$ cat config.mk
export PLATFORM = sky130hd
export DESIGN_NAME = seg_scan_decoder
export DESIGN_NICKNAME = d
export VERILOG_FILES = /design/src/rtl/seg_scan_decoder.sv
export SDC_FILE = /design/constraint.sdc
export NUM_CORES = 1
export LEC_CHECK = 0
export ABC_CLOCK_PERIOD_IN_PS = 7350
export CORE_ASPECT_RATIO = 1.5
export CORE_UTILIZATION = 50
export CTS_CLUSTER_DIAMETER = 60
export DETAILED_ROUTE_END_ITERATION = 10
export PLACE_DENSITY = 0.71
export SYNTH_ARGS = -nofsm -noshare
export SYNTH_HDL_FRONTEND = slang
export SYNTH_SLANG_ARGS = --single-unit
$ cat constraint.sdc
create_clock -name CLOCK_50 -period 7.35 [get_ports CLOCK_50]
set_input_delay 1.47 -clock CLOCK_50 [delete_from_list [all_inputs] [get_ports CLOCK_50]]
set_output_delay 1.47 -clock CLOCK_50 [all_outputs]
set_load 0.05 [all_outputs]
$ cat src/rtl/seg_scan_decoder.sv
`default_nettype none
`timescale 1ns/1ps
// ---------------------------------------------------------------------------
// seg_scan_decoder: recovers 4 digit values from a multiplexed 7-seg scan bus
// Revision: 1.0
// ---------------------------------------------------------------------------
module seg_scan_decoder #(
  parameter int unsigned STABLE_CYCLES = 4,
  parameter bit          HEX_MODE      = 1'b0
) (
  input  logic        CLOCK_50,
  input  logic        resetn,
  input  logic [7:0]  seg_in,
  input  logic [3:0]  dig_sel,
  output logic [15:0] value,
  output logic [3:0]  digit_err,
  output logic        frame_valid,
  output logic        sync_err
);

  localparam logic [7:0] C_STABLE = STABLE_CYCLES[7:0];

  typedef enum logic [1:0] {
    SYNC    = 2'd0,
    ACQ     = 2'd1,
    PUBLISH = 2'd2
  } state_t;

  // dp never influences compare or decode, so it is not synchronized
  logic dp_unused;
  assign dp_unused = seg_in[7];

  logic [6:0]  seg_meta_q, seg_meta_d, seg_sync_q, seg_sync_d;
  logic [3:0]  sel_meta_q, sel_meta_d, sel_sync_q, sel_sync_d;
  logic [3:0]  sel_prev_q, sel_prev_d;
  state_t      state_q, state_d;
  logic [1:0]  idx_q, idx_d;
  logic [7:0]  cnt_q, cnt_d;
  logic        locked_q, locked_d;
  logic [6:0]  last_q, last_d;
  logic [15:0] shadow_q, shadow_d;
  logic [3:0]  err_q, err_d;
  logic [15:0] value_q, value_d;
  logic [3:0]  digit_err_q, digit_err_d;
  logic        frame_valid_q, frame_valid_d;
  logic        sync_err_q, sync_err_d;

  logic [6:0]  s_seg;
  logic [3:0]  s_sel;
  logic [3:0]  onehot_cur, onehot_nxt;
  logic [7:0]  cnt_inc, cnt_n;
  logic [4:0]  dec;

  function automatic logic [4:0] decode(input logic [6:0] p);
    // result is {illegal, value}
    logic [4:0] r;
    r = 5'h10;
    case (p)
      7'h3F: r = 5'h00;
      7'h06: r = 5'h01;
      7'h5B: r = 5'h02;
      7'h4F: r = 5'h03;
      7'h66: r = 5'h04;
      7'h6D: r = 5'h05;
      7'h7D: r = 5'h06;
      7'h07: r = 5'h07;
      7'h7F: r = 5'h08;
      7'h6F: r = 5'h09;
      7'h77: r = HEX_MODE ? 5'h0A : 5'h10;
      7'h7C: r = HEX_MODE ? 5'h0B : 5'h10;
      7'h39: r = HEX_MODE ? 5'h0C : 5'h10;
      7'h5E: r = HEX_MODE ? 5'h0D : 5'h10;
      7'h79: r = HEX_MODE ? 5'h0E : 5'h10;
      7'h71: r = HEX_MODE ? 5'h0F : 5'h10;
      default: r = 5'h10;
    endcase
    return r;
  endfunction

  assign s_seg      = seg_sync_q;
  assign s_sel      = sel_sync_q;
  assign onehot_cur = 4'b0001 << idx_q;
  assign onehot_nxt = 4'b0010 << idx_q;
  assign cnt_inc    = (cnt_q < C_STABLE) ? cnt_q + 8'd1 : cnt_q;
  assign cnt_n      = (s_seg == last_q) ? cnt_inc : 8'd1;
  assign dec        = decode(s_seg);

  always_comb begin
    seg_meta_d    = seg_in[6:0];
    seg_sync_d    = seg_meta_q;
    sel_meta_d    = dig_sel;
    sel_sync_d    = sel_meta_q;
    sel_prev_d    = sel_sync_q;
    state_d       = state_q;
    idx_d         = idx_q;
    cnt_d         = cnt_q;
    locked_d      = locked_q;
    last_d        = last_q;
    shadow_d      = shadow_q;
    err_d         = err_q;
    value_d       = value_q;
    digit_err_d   = digit_err_q;
    frame_valid_d = 1'b0;
    sync_err_d    = 1'b0;

    case (state_q)
      SYNC: begin
        // start only on a fresh arrival at digit 0, so a 0001 seen during
        // PUBLISH or an abort does not restart mid-visit
        if (s_sel == 4'b0001 && sel_prev_q != 4'b0001) begin
          state_d  = ACQ;
          idx_d    = 2'd0;
          cnt_d    = 8'd1;
          locked_d = 1'b0;
          last_d   = s_seg;
          shadow_d = '0;
          err_d    = '0;
        end
      end
      ACQ: begin
        if (s_sel == onehot_cur) begin
          cnt_d  = cnt_n;
          last_d = s_seg;
          if (cnt_n == C_STABLE && !locked_q) begin
            shadow_d[{idx_q, 2'b00} +: 4] = dec[3:0];
            err_d[idx_q]                  = dec[4];
            locked_d                      = 1'b1;
          end
        end else if (s_sel == 4'b0000) begin
          state_d = ACQ;
        end else if (idx_q != 2'd3 && s_sel == onehot_nxt && locked_q) begin
          idx_d    = idx_q + 2'd1;
          cnt_d    = 8'd1;
          locked_d = 1'b0;
          last_d   = s_seg;
        end else if (idx_q == 2'd3 && locked_q) begin
          state_d       = PUBLISH;
          value_d       = shadow_q;
          digit_err_d   = err_q;
          frame_valid_d = 1'b1;
        end else begin
          state_d    = SYNC;
          sync_err_d = 1'b1;
          locked_d   = 1'b0;
          shadow_d   = '0;
          err_d      = '0;
        end
      end
      PUBLISH: begin
        state_d = SYNC;
      end
      default: begin
        state_d = SYNC;
      end
    endcase
  end

  always_ff @(posedge CLOCK_50) begin
    if (!resetn) begin
      seg_meta_q    <= '0;
      seg_sync_q    <= '0;
      sel_meta_q    <= '0;
      sel_sync_q    <= '0;
      sel_prev_q    <= '0;
      state_q       <= SYNC;
      idx_q         <= '0;
      cnt_q         <= '0;
      locked_q      <= 1'b0;
      last_q        <= '0;
      shadow_q      <= '0;
      err_q         <= '0;
      value_q       <= '0;
      digit_err_q   <= '0;
      frame_valid_q <= 1'b0;
      sync_err_q    <= 1'b0;
    end else begin
      seg_meta_q    <= seg_meta_d;
      seg_sync_q    <= seg_sync_d;
      sel_meta_q    <= sel_meta_d;
      sel_sync_q    <= sel_sync_d;
      sel_prev_q    <= sel_prev_d;
      state_q       <= state_d;
      idx_q         <= idx_d;
      cnt_q         <= cnt_d;
      locked_q      <= locked_d;
      last_q        <= last_d;
      shadow_q      <= shadow_d;
      err_q         <= err_d;
      value_q       <= value_d;
      digit_err_q   <= digit_err_d;
      frame_valid_q <= frame_valid_d;
      sync_err_q    <= sync_err_d;
    end
  end

  assign value       = value_q;
  assign digit_err   = digit_err_q;
  assign frame_valid = frame_valid_q;
  assign sync_err    = sync_err_q;

endmodule
`default_nettype wire

# == After elaboration in Yosys (flattened, before gate mapping) ==
# Index checks and enable logic that the tools add are counted.
# Widths: inputs -> output; s select.
# totals
reg_bits,88
out_inout_bits,22
word_cells,129
# op_classes
addsub,3
n_lt_le_gt_ge,3
eq_ne,30
n_shift,4
muxes,51
bitwise,5
n_reduce_logical,17
# ops
operator,n
$mux 16,6
$pmux 5 s10,1
$eq 7x7->1 const B,7
$mux 8,6
$pmux 16 s2,1
$mux 7,4
$mux 4,6
$mux 2,9
$ne 3x3->1 const B,6
$bwmux 16,1
$pmux 8 s2,1
$shift 4x6->16 const A,1
$shiftx 4x6->16,1
$reduce_and 5->1,3
$eq 7x3->1 const B,2
$pmux 7 s2,1
$ne 2x2->1 const B,5
$mux 1,9
$add 8x1->8 const B,1
$eq 4x4->1,2
$eq 8x3->1 const B,1
$lt 8x3->1 const B,1
$pmux 2 s2,2
$pmux 4 s2,1
26 further kinds,35

# == Logic depth before layout (Yosys ltp) ==
# depth
word_depth,8
mapped_depth,10
mapped_depth_nobuf,8

# == Worst setup path before layout ==
# OpenSTA, ideal clock, no wires.
# synth_timing
path_type,register to register
start,register idx_q[0]
end,register shadow_q[0]
t_arrival_ns,2.468
required_time_ns,7.278
slack_ns,4.811
stages_incl_launch_ff,9
n_path_buf,0
path_cell_list,dfxtp_1 -> inv_1 -> ha_1 -> xor2_1 -> or4_4 -> a311oi_4 -> o211ai_4 -> nor2_4 -> mux2i_1
# synth_between
elab_chain_len,6
# synth_lines
item,line,source
start: declaration,37,"logic [1:0] idx_q, idx_d;"
start signal: assignment,183,idx_q <= idx_d;
$neg 4->6 / $shl 2x2->4 (equally long branches),"125, 83",
$shiftx 4x6->16 (tied with other cells),125,"shadow_d[{idx_q, 2'b00} +: 4] = dec[3:0];"
$bwmux 16 / $logic_and 1x1->1 (equally long branches),"125, 131",
$mux 16 / $logic_and 1x1->1 (equally long branches),"124, 131",
$mux 16 / $ne 3x3->1 (equally long branches),--,
$pmux 16 s2 / $reduce_and 6->1 (equally long branches),--,
end signal: assignment,187,shadow_q <= shadow_d;
end: declaration,41,"logic [15:0] shadow_q, shadow_d;"
# Parallel ways exist; a longest one is shown, timed or not. The select of a mux whose other input is x is not followed.
# A chain may end at the register's enable or synchronous reset.

# == Worst setup path in the final report ==
# layout_timing
start,register value_q[15] (netlist: value[15])
end,output value[15]
# layout_lines
item,line,source
start: declaration,43,"logic [15:0] value_q, value_d;"
start signal: assignment,189,value_q <= value_d;
end: declaration,15,"output logic [15:0] value,"
# No word-level cell between the ends.

==> impl_results.md <==
- DP Wirelength: 4450 microns
- Clock Sinks: 88
- Vias/cell: about 5
- # nets final: around 440
- Post-synth EDFFs: 0
- Final period utilization: 40.4%
- Critical path peak fanout: 2
- Maximum VDD drop: 0.000188 V
- Worst R2R Setup Slack: between 4 and 5 ns
- CP Buf/Inv Count: 1
- Post-Route WL: 6380 microns
- Pre-Repair DR Iteration Count: 4
- Ys async rst share: 0%
- Commonest non-fill, non-tap cell in the layout: dfxtp_1
- Final setup viols: 0
- Starting DRT DRC Count: 100
- RD Place Congestion: 0.829
- DR DRC count: 0
- Clock buffer depth: 2
- Vias in the first global route: about 2500
- Fin. max-slew vios: 0
- Hold Path Stages: 1
- Compound-Gate Fraction of Synth Area: 7.12%
- Via count: 2615
- Hold path endpoint: s_sel[2]$_SDFF_PN0_
- Top-area cell type share of the netlist area: 46.6%
- RSZ-0062 raised after global routing: no
- Critical Path End Type: output pin
- Top cells by area, synth: dfxtp_1 (47%), mux2i_1 (11%), and2_1 (5.3%), nor2b_1 (5.3%), nand2_1 (4.7%)
- Largest family of logic cells by synthesized area: simple AND/OR/NAND/NOR gates
- WP data required: 5.88 ns
- Core Rows: 38
- Mapped Nets: 410
- Die width: 73.0 microns
- Root Buffer: clkbuf_8
- Storage cell area: around 1800 sq um
- Global route total overflow: 0
- Mux contribution to synthesized area: between 10% and 20%
- Static leakage: 1.64 nW
- Setup Crit Path Kind: reg2out
- Average size of a mapped cell: 9.74 sq um
- Drt wl/cell: approximately 12 microns
- Syn Inst Count: roughly 390
- CTS resizes: 0
- F_max: 336 MHz
- Sequential area share after synthesis: 46.6%
- Unique masters post-synth: 44
- Post-Synth XOR/XNOR Area: 3.71%
- Syn Std Cell Area: 3780 sq um
- CTS buffer count: 9
- Skew final: 0.00966 ns
- Crit path max-delay family: buffers and inverters
- PwrDens: between 200 and 250 nW/um^2
- Global-route usage over all layers: 18.2%
- Worst r2r path cells: 8
- Max H-tree Level: 3
- Final Hold Viols: 0
- Simple-gate share of the synthesized area: 25.6%
- Status: finished, final reports clean
- TNS Setup: 0 ns
- Die ar.: 7910 sq um
- Diodes inserted: 0
- TritonCTS clock tree: done
- CP peak stage delay: 0.80 ns
- Ys Warns: 0
- CP max stage cell: clkdlybuf4s50_1
- First-pass GRT wire length: 11000 microns
- Worst r2r src: idx_q[0]$_SDFFE_PN0P_
- Initial core utilization: 51.9%
- Share of post-route cells with drive strength above 1: 7.62%
- Core area: 7270 sq um
- Slew at the pin with the worst max-slew slack: 1.12 ns
- Syn-to-layout area delta: 16.5%
- Synth Area in Adders: 2.65%
- Final Core Density: just over 60%
- Crit path time final: 2.97 ns
- Critical-path cell list: clkdlybuf4s50_1
- Clk Latency, worst-skew pair: about 0.35 ns
- Post-route ant nets: 0
- Critical path arrival: 1.50 ns
- Post-CTS setup buffers: 0
- Post-CTS Hold Buffers: 0
- Die H: 108 microns
- # fillers: 639
- Most frequent cells in the layout: dfxtp_1 (88), nand2_1 (47), mux2i_1 (43)
- Largest net degree at the start of global routing: 86
- MaxCap Viol Count: 0
- Hold Path Class: reg2reg
- Worst reg2reg endpoint: shadow_q[2]$_SDFFE_PN0P_
- Hold Crit Start: sel_meta_q[2]$_SDFF_PN0_
- Synth Register Bits: between 80 and 90
- IO Port Bufs: 34
- Cell taking the most area after synthesis: dfxtp_1
- Top FF cell, synth: dfxtp_1
- Relative slew slack: about a quarter
- I/O pin cnt: 36
- Multi-input gate area: 1910 sq um
- Initial antenna violation count: 0
- Clock transition at path regs: 0.09 ns
- Worst Setup Start Kind: flip-flop
## worst max-delay path by stage
| stage | cells after the start | to | from |
|---|---|---|---|
| global placement | 7 | err_q[0]$_SDFFE_PN0P_ | resetn |
| global route | 8 | shadow_q[2]$_SDFFE_PN0P_ | idx_q[0]$_SDFFE_PN0P_ |
| detailed placement | 7 | err_q[0]$_SDFFE_PN0P_ | resetn |
| CTS | 8 | shadow_q[2]$_SDFFE_PN0P_ | idx_q[0]$_SDFFE_PN0P_ |
| floorplan | 8 | shadow_q[0]$_SDFFE_PN0P_ | idx_q[0]$_SDFFE_PN0P_ |
| finish | 1 | value[15] | value[15]$_SDFFE_PN0P_ |
## flip-flops by register name, indices dropped and copies added, names as in the netlist, 7 cells and up
register	cells
value	16
last_q	7
seg_meta_q	7
s_seg	7
cnt_q	8
shadow_q	16
## cells in the mapped netlist, drive strengths merged, types with 2 or more instances
library cell   n
o41ai          2
nor3           9
o21ai          7
o211a          2
nor2          23
a41oi          2
o211ai         5
inv            7
nand4          2
or4b           2
mux2i         43
buf            5
dfxtp         88
ha             8
and4b          3
xor2          12
nor4b          2
or4            2
a21oi          6
nor2b         32
nand2         48
o21a           5
nor4           7
clkbuf        15
nand3          5
xnor2          4
and2          32
## worst reg2reg max path: stages (launching register included)
cell and delay (ns):
dfxtp_1 0.48, inv_1 0.17, ha_1 0.31, xor2_1 0.22, nor4_1 0.45, nand2_2 0.31
nor4b_1 0.69, nand2_1 0.12, mux2i_1 0.16
## layer usage
metal	GRT usage, %	share of wire [%]	up-vias
met4	8.82	2.1	0
met2	31.9	51	45
met5	0	0	-
met1	20.6	44	1190
li1	-	-	1367
met3	3.82	2.9	13
## stage by stage
step | std cells | worst slack [ns] | hold slack, ns | area, sq um | power, mW
3_5_place_dp | 504 | 4.24 | 0.419 | 4170 | 0.564
5_1_grt | 520 | 4.13 | 0.452 | 4400 | 0.957
6_report | 520 | 4.38 | 0.438 | 4400 | 0.922
4_1_cts | 520 | 4.35 | 0.440 | 4400 | 0.932
3_3_place_gp | 504 | 4.27 | 0.414 | 4170 | 0.563
2_1_floorplan | 388 | 4.81 | 0.412 | 3780 | 0.549
## cell families (layout without fill, tap and decap cells)
logic type | Yosys count | count (layout)
compound gates | 33 | 33
fa+ha+maj | 8 | 8
xor+xnor | 16 | 16
mux | 43 | 43
simple gates | 173 | 173
flops | 88 | 88
buf+inv | 27 | 59
## final cells by class
type | count | area share (%)
multi-input combinational | 273 | 43.4
sequential | 88 | 40.0
timing repair buffer | 36 | 7.96
tap | 100 | 2.84
clock buffer | 9 | 2.82
clock inverter | 7 | 2.30
inverter | 7 | 0.597
## report_power, final
group          switching (mW)  leakage (nW)  internal [mW]  total [mW]
clock                   0.175         0.107          0.195       0.370
sequential            0.00877         0.714          0.485       0.494
combinational          0.0300         0.816         0.0288      0.0587
total                   0.213          1.64          0.708       0.922
Power figures use the tool's default switching activity.
==> variant: new RTL, config.mk and constraints unchanged <==
Re-encode `state_t` (3 states) as one-hot, 3 bits wide.
--- a/src/rtl/seg_scan_decoder.sv
+++ b/src/rtl/seg_scan_decoder.sv
@@ -20,10 +20,10 @@
 
   localparam logic [7:0] C_STABLE = STABLE_CYCLES[7:0];
 
-  typedef enum logic [1:0] {
-    SYNC    = 2'd0,
-    ACQ     = 2'd1,
-    PUBLISH = 2'd2
+  typedef enum logic [2:0] {
+    SYNC    = 3'b001,
+    ACQ     = 3'b010,
+    PUBLISH = 3'b100
   } state_t;
 
   // dp never influences compare or decode, so it is not synchronized
Formal check against the unedited RTL: no difference found for any inputs over 10 cycles, from zero or initial values and one cycle with resetn low; not proved beyond that.
==> variant against the original RTL <==
  * Fmax decreased by 1.9%
  * Highest routed layer unchanged
  * Power decreased by 1.9%
  * Largest power group unchanged
  * Design area increased by 0.48%
  * Sequential cell count increased by 1
  * Synthesized area increased by 0.70%
  * Worst setup slack got worse by 57 ps
  * Clock skew decreased by 1.0 ps
  * Routed wire length increased by 17%
==> variant: results (changes against the original RTL) <==
DP HPWL 5.37 mm (+21%); flop-to-flop setup slack 4440 ps (+50 ps); Final GP Congestion 0.863 (+4.1%); worst hold path depth 1 (unchanged); Worst path max stage delay 490 ps (-310 ps); DR vias/cell 5.48 (+8.9%); port bufs 34 (unchanged); Final nets 454 (+3.9%); Setup Buffers After CTS 0 (unchanged); largest net degree at the start of global routing 51 (-41%); Hold Crit Endpoint s_seg[5]; WL final 7.49 mm (+17%); Rel. slew slack 0.382 (+0.133); Overall Global Routing Usage 0.210 (+0.0285); share of cells above drive strength 1 0.0780 (+0.00179); Worst-path clk slew 80 ps; total iterations of the first detailed-routing run 4 (unchanged); clk buf depth 2 (unchanged); Worst VDD drop 168 uV (-11%); clock skew 8.65 ps (-1.01 ps); first-pass GRT wire length 12.7 mm (+15%); Post-synth top cells 89 x dfxtp_1, 39 x nand2_1, 34 x nand3_1; synth top area cells dfxtp_1 47%, and2_1 5.3%, nand3_1 4.5%, mux2i_1 4.2%, o21ai_0 4.1%; Synth cell types 59 (+34%); outcome completed; CTS Buf Count 9 (unchanged); Worst Hold Class flip-flop to flip-flop; vias in the first global route 2721 (+8.7%); syn_nets 428 (+4.4%); Clock Latency Late Sink 360 ps; Max FO, Critical Path 50 (+48); r2r endpoint shadow_q[10]; synth warn 0 (unchanged); Logic power comb 0.0442 mW (-25%); final hold slack 435 ps (-2.27 ps); clock share of power 0.402 (about the same); 1st-iter DRT viols 130 (+30%); htree depth 3 (unchanged); worst reg2reg path depth 7 (-1); Crit. Startpoint resetn; LEAKAGE 1.52 nW (-6.9%); Resized cells post-CTS 0 (unchanged); hold wc startpoint seg_meta_q[5]; post-synthesis async set-or-reset flop share 0 (unchanged); CP arrival 3320 ps (+1820 ps); Sw Share 0.217 (-0.0147); sequential area share after synthesis 0.468 (+0.00204); reg2reg start idx_q[0]; slowest CP cell buf_4
==> variant: logic make-up after synthesis <==
kind of cell | count (synthesis) | synth area share
AO/OA/AOI/OAI | 78 | 0.141
XOR/XNOR | 16 | 0.0368
adder cells (fa/ha/maj) | 8 | 0.0263
buffers and inverters | 32 | 0.0319
flip-flops | 89 | 0.468
multiplexers | 16 | 0.0421
AND/OR/NAND/NOR | 167 | 0.254
==> variant: cell type report <==
| class | count | area, um2 |
|---|---|---|
| Fill cell | 636 | 2850 |
| Multi-Input combinational cell | 285 | 1900 |
| Sequential cell | 89 | 1780 |
| Timing Repair Buffer | 37 | 358 |
| Clock buffer | 11 | 141 |
| Tap cell | 100 | 125 |
| Clock inverter | 4 | 76.3 |
| Inverter | 10 | 37.5 |
==> variant: worst max path at each step <==
stage / end / slack, ps / cells past startpoint
after global routing: cnt_q[1] / 4140 / 5
after floorplan: shadow_q[0] / 5010 / 7
after detailed placement: cnt_q[1] / 3960 / 5
final: shadow_q[10] / 4320 / 6
after global placement: cnt_q[1] / 3970 / 5
after CTS: value[12] / 4330 / 1
==> variant: metal layers <==
layer,GRT usage,part of all wire,up-vias
li1,-,-,1503
met1,0.242,0.43,1376
met2,0.351,0.51,46
met3,0.0416,0.023,11
met4,0.132,0.028,0
met5,0,0,-
==> variant: per-stage QoR <==
step	utilization	cell area, um2	power (mW)	setup WS [ps]	std cells
floorplan	-	3800	0.537	5010	406
global placement	0.578	4200	0.551	3970	521
detailed placement	0.578	4200	0.552	3960	521
CTS	0.608	4420	0.916	4330	536
global route	0.608	4420	0.942	4140	536
finish	0.608	4420	0.904	4320	536
==> variant: worst register-to-register path, cell delays in order, from the launching register on <==
cell and delay (ps):
dfxtp_1 430, inv_1 150, ha_1 320, xnor2_1 290, nand4_1 310, nor2_1 800
a211oi_2 290, mux2i_1 190
